$ cat config.mk
export PLATFORM = sky130hd
export DESIGN_NAME = adc_pattern_gen
export DESIGN_NICKNAME = d
export VERILOG_FILES = /design/src/rtl/adc_pattern_gen.sv
export SDC_FILE = /design/constraint.sdc
export NUM_CORES = 1
export LEC_CHECK = 0
export ABC_AREA = 1
export CAP_MARGIN = 20
export CORE_MARGIN = 2
export CORE_UTILIZATION = 57
export DETAILED_ROUTE_END_ITERATION = 8
export PLACE_DENSITY = 0.8
export SKIP_CTS_REPAIR_TIMING = 1
export SYNTH_ARGS = -nofsm -noshare
export SYNTH_HDL_FRONTEND = slang
export SYNTH_SLANG_ARGS = --single-unit
$ cat constraint.sdc
create_clock -name clk_adc -period 4.65 [get_ports clk_adc]
set_clock_uncertainty 0.05 [all_clocks]
set_input_delay 1.395 -clock clk_adc [delete_from_list [all_inputs] [get_ports clk_adc]]
set_output_delay 1.395 -clock clk_adc [all_outputs]
set_load 0.02 [all_outputs]
$ cat src/rtl/adc_pattern_gen.sv
// AD9643-style ADC emulator: checkerboard sync preamble followed by a selectable test pattern.
// Build with ADC_PAT_PN23_EN defined to make mode 5 emit PN23 instead of midscale.
module adc_pattern_gen #(
    parameter int DATA_WIDTH = 14,
    parameter int SYNC_LEN   = 16,
    parameter int BURST_W    = 16
) (
    input  logic                  clk_adc,
    input  logic                  rst_adc,
    input  logic                  start,
    input  logic                  stop,
    input  logic [2:0]            mode,
    input  logic [DATA_WIDTH-1:0] user_word,
    input  logic [BURST_W-1:0]    burst_len,
    output logic [DATA_WIDTH-1:0] adc_dat_out,
    output logic                  adc_or_out,
    output logic                  dat_valid,
    output logic                  sync_phase,
    output logic                  busy
);

    localparam logic [1:0] ST_IDLE = 2'd0;
    localparam logic [1:0] ST_SYNC = 2'd1;
    localparam logic [1:0] ST_RUN  = 2'd2;

    localparam int SYNC_CW = (SYNC_LEN > 2) ? $clog2(SYNC_LEN) : 1;
    localparam logic [SYNC_CW-1:0] SYNC_LAST = SYNC_CW'(SYNC_LEN - 1);
    localparam logic [SYNC_CW-1:0] SYNC_ONE  = SYNC_CW'(1);
    localparam logic [BURST_W-1:0] BURST_ONE = BURST_W'(1);
    localparam logic [DATA_WIDTH-1:0] RAMP_ONE = DATA_WIDTH'(1);

    // Checkerboard words: bit 0 is 0 in CHK_A, so CHK_A reads 1010.. from the MSB down
    localparam logic [2*(DATA_WIDTH/2+1)-1:0] CHK_WIDE = {(DATA_WIDTH/2+1){2'b10}};
    localparam logic [DATA_WIDTH-1:0] CHK_A = CHK_WIDE[DATA_WIDTH-1:0];
    localparam logic [DATA_WIDTH-1:0] CHK_B = ~CHK_A;
    localparam logic [DATA_WIDTH-1:0] MIDSCALE = {1'b1, {(DATA_WIDTH-1){1'b0}}};

    logic [1:0]            state;
    logic [SYNC_CW-1:0]    sync_cnt;
    logic [BURST_W-1:0]    run_cnt;
    logic [DATA_WIDTH-1:0] ramp;
    logic [8:0]            lfsr9;
    logic [DATA_WIDTH-1:0] sh;
    logic [2:0]            mode_q;
    logic [DATA_WIDTH-1:0] user_q;
    logic [BURST_W-1:0]    burst_q;

    logic                  pn9;
    logic [8:0]            lfsr9_next;
    logic [DATA_WIDTH-1:0] run_word;
    logic                  run_or;
    logic                  burst_done;

`ifdef ADC_PAT_PN23_EN
    logic [22:0] lfsr23;
    logic        pn23;
    logic [22:0] lfsr23_next;
`endif

    // Pattern word for the next RUN emission; PN words are the shift register after one step
    always_comb begin
        pn9        = lfsr9[8] ^ lfsr9[4];
        lfsr9_next = {lfsr9[7:0], pn9};
`ifdef ADC_PAT_PN23_EN
        pn23        = lfsr23[22] ^ lfsr23[17];
        lfsr23_next = {lfsr23[21:0], pn23};
`endif
        run_word = MIDSCALE;
        case (mode_q)
            3'd1:    run_word = ramp;
            3'd2:    run_word = ramp[0] ? CHK_B : CHK_A;
            3'd3:    run_word = {sh[DATA_WIDTH-2:0], pn9};
            3'd4:    run_word = user_q;
`ifdef ADC_PAT_PN23_EN
            3'd5:    run_word = {sh[DATA_WIDTH-2:0], pn23};
`endif
            default: run_word = MIDSCALE;
        endcase
        run_or     = (run_word == '0) || (run_word == '1);
        burst_done = (burst_q != '0) && (run_cnt == burst_q - BURST_ONE);
    end

    // Outputs are registered alongside the state so that a word and its flags always line up
    always_ff @(posedge clk_adc or posedge rst_adc) begin
        if (rst_adc) begin
            state       <= ST_IDLE;
            sync_cnt    <= '0;
            run_cnt     <= '0;
            ramp        <= '0;
            lfsr9       <= '1;
            sh          <= '1;
            mode_q      <= '0;
            user_q      <= '0;
            burst_q     <= '0;
            adc_dat_out <= '0;
            adc_or_out  <= 1'b0;
            dat_valid   <= 1'b0;
            sync_phase  <= 1'b0;
            busy        <= 1'b0;
`ifdef ADC_PAT_PN23_EN
            lfsr23      <= '1;
`endif
        end else begin
            case (state)
                ST_SYNC, ST_RUN: begin
                    if (stop) begin
                        state       <= ST_IDLE;
                        adc_dat_out <= '0;
                        adc_or_out  <= 1'b0;
                        dat_valid   <= 1'b0;
                        sync_phase  <= 1'b0;
                        busy        <= 1'b0;
                    end else if (state == ST_SYNC) begin
                        adc_dat_out <= sync_cnt[0] ? CHK_B : CHK_A;
                        adc_or_out  <= 1'b0;
                        dat_valid   <= 1'b1;
                        sync_phase  <= 1'b1;
                        busy        <= 1'b1;
                        if (sync_cnt == SYNC_LAST) begin
                            sync_cnt <= '0;
                            state    <= ST_RUN;
                        end else begin
                            sync_cnt <= sync_cnt + SYNC_ONE;
                        end
                    end else begin
                        adc_dat_out <= run_word;
                        adc_or_out  <= run_or;
                        dat_valid   <= 1'b1;
                        sync_phase  <= 1'b0;
                        busy        <= 1'b1;
                        ramp        <= ramp + RAMP_ONE;
                        run_cnt     <= run_cnt + BURST_ONE;
                        if (mode_q == 3'd3) begin
                            lfsr9 <= lfsr9_next;
                            sh    <= run_word;
                        end
`ifdef ADC_PAT_PN23_EN
                        if (mode_q == 3'd5) begin
                            lfsr23 <= lfsr23_next;
                            sh     <= run_word;
                        end
`endif
                        if (burst_done) begin
                            state <= ST_IDLE;
                        end
                    end
                end
                default: begin
                    adc_dat_out <= '0;
                    adc_or_out  <= 1'b0;
                    dat_valid   <= 1'b0;
                    sync_phase  <= 1'b0;
                    busy        <= 1'b0;
                    state       <= ST_IDLE;
                    if (start) begin
                        state    <= ST_SYNC;
                        mode_q   <= mode;
                        user_q   <= user_word;
                        burst_q  <= burst_len;
                        sync_cnt <= '0;
                        run_cnt  <= '0;
                        ramp     <= '0;
                        lfsr9    <= '1;
                        sh       <= '1;
`ifdef ADC_PAT_PN23_EN
                        lfsr23   <= '1;
`endif
                    end
                end
            endcase
        end
    end

endmodule

==> results_dict.tcl <==
set metrics [dict create \
    outcome "completed" \
    wl_mm 12.88 \
    dp_slack_ps 846.8 \
    ys_ff_latch 108 \
    insertion_delay_ps 390 \
    fp.dieW_microns 102.9 \
    grt_max_degree 62 \
    final.min_clock_period_ps 3381 \
    cts_buffer_depth 2 \
    r2r_setup_slack_ps 1870 \
    vias 4697 \
    vdd_drop_max_v 0.0003187 \
    cp_data_arrival_time_ps 3620 \
    routed_via_density 5.278 \
    worstMarginPinSlew_ps 866.4 \
    finalCoreUtilization 0.6699 \
    port-buffer-count 54 \
    core_sq_mm 0.009639 \
    drc 0 \
    critPathKind "in -> reg" \
    synthesis.nets 740 \
    crit_path_end_kind "flip-flop" \
    place_congestion 0.9989 \
    finalCritPeriodShare 0.7270 \
    p_leak_nw 3.107 \
    final_nets 795 \
    ys_seq_area_frac 0.4897 \
    stdcell_area_sq_mm 0.006457 \
    placed_area_sq_mm 0.006254 \
    fin_ws_ps 1269 \
    hold_class "reg -> reg" \
    drive_gt1_frac 0.09643 \
    htree_levels 3 \
    max_cap_viol_count 0 \
    rows 36 \
    relSlewSlack 0.4189 \
    whs_ps 438.8 \
    synth.avg_cell_area_sq_um 7.999 \
    fin_setup_tns_ps 0 \
    max_freq_mhz 295.8 \
    critPathRequiredTime_ps 4890 \
    wl_per_cell_microns 14.47 \
    antenna_found_initial 0 \
    yosysWarningCount 0 \
    path_max_fanout 20 \
    start_kind "input pin" \
    syn_to_final_growth_pct 15.82 \
    grt_pass1_vias 4695 \
    clock-sinks 108 \
    grt_usage 0.2699 \
    cts-buffers-inserted 9 \
    synth_area_sq_mm 0.005575 \
    dpl.hpwl_mm 9.479 \
    io_pins 55 \
    setup_viol 0 \
    die_h_microns 102.9 \
    hold_viol_final 0 \
    slew_viol_final 0 \
    grt_pass1_wl_mm 21.82 \
    rsz0062_at_grt "no" \
    fin_total_pwr_mw 2.376 \
    cts.clk_slew.worst_paths_ps 100 \
    synth_cells 697 \
    cts_tree "done" \
    ant_nets 0 \
    synthArstFlopShare 1.000 \
    dp.cells 874 \
    initial_core_util 0.5784 \
    ys_types 48 \
    drt_iter0_drc 319 \
    synth_edf_count 0 \
    power_density_mw_per_mm2 368.0 \
    dieArea_sq_mm 0.01059 \
    antenna_cells 0 \
    synthFlopType "dfrtp_1" \
    cts_root_buf "clkbuf_8" \
    grt_overflow 0 \
    layoutNonFillerInstCount 890 \
    dr.pass1.iters 5 \
]
[power by group]
part,internal [mW],total [mW],switching (mW),leakage [nW]
Sequential,1.09,1.18,0.0924,1.37
Clock,0.257,0.599,0.341,0.107
Combinational,0.211,0.596,0.384,1.63
[synth_stat cells, types with 9 or more instances]
library cell	number	area (sq um)
clkbuf_1	9	33.78
nor2_1	72	270.3
a21oi_1	43	215.2
dfrtp_1	86	2152
inv_1	91	341.6
nor3_1	14	70.07
dfstp_2	22	578.1
nand2_1	181	679.4
a22oi_1	14	105.1
nand3_1	25	125.1
xor2_1	12	105.1
o21ai_0	51	255.2
[worst max-delay path, stage by stage]
cell and delay (ps):
clkdlybuf4s50_1 490, nand2_2 270, inv_2 180, nor2_4 70, nor2_8 190, inv_4 100
a21oi_2 110, buf_4 180, nand2_1 70, inv_1 410, a22oi_1 150
[path summary, 6_finish.rpt]
path / startpoint / to / cells past startpoint
min in group asynchronous: rst_adc / ramp[12] / 2
setup reg to reg: state[0] / lfsr9[7] / 12
hold reg to reg: user_q[9] / user_q[9] / 2
hold / removal: user_q[9] / user_q[9] / 2
max in group asynchronous: rst_adc / sh[0] / 3
setup / recovery: start / lfsr9[7] / 11
[layout by cell type (no fill, tap or decap), drive strengths merged, types with 12 or more instances in the layout]
cell             n
a21oi           44
a22oi           14
clkdlybuf4s50   54
dfrtp           86
dfstp           22
inv            100
nand2          185
nand3           26
nor2            82
nor3            17
o21ai           54
xor2            12
[cell families (layout without fill, tap and decap cells)]
logic type                 Yosys count  count (layout)  share of synthesized area
AOI/OAI and AO/OA                  126             126                     0.1268
xor gates and xnor gates            18              18                    0.02828
adders and majority gates            6               6                    0.01346
buffers and inverters              111             171                    0.07899
DFF                                108             108                     0.4897
and+or+nand+nor                    328             328                     0.2628
[final cells by class]
type | instances | area (sq um)
Clock buffer | 9 | 123.9
Clock inverter | 7 | 80.08
Fill cell | 849 | 3182
Inverter | 97 | 369.1
Multi-Input combinational cell | 478 | 2405
Sequential cell | 108 | 2730
Tap cell | 133 | 166.4
Timing Repair Buffer | 58 | 583.1
[registers in the layout (all words and copies together), names as in the netlist]
name	count
ramp	14
state	2
burst_q	16
adc_dat_out	14
run_cnt	16
sync_phase	1
adc_or_out	1
sh	13
lfsr9	9
mode_q	3
busy	1
sync_cnt	4
user_q	14
[routing by layer]
metal	share of wire	global-route usage
met4	0.027	0.1073
met5	0	0
met2	0.49	0.4486
met3	0.058	0.06305
met1	0.42	0.3428
Power figures use the tool's default switching activity.
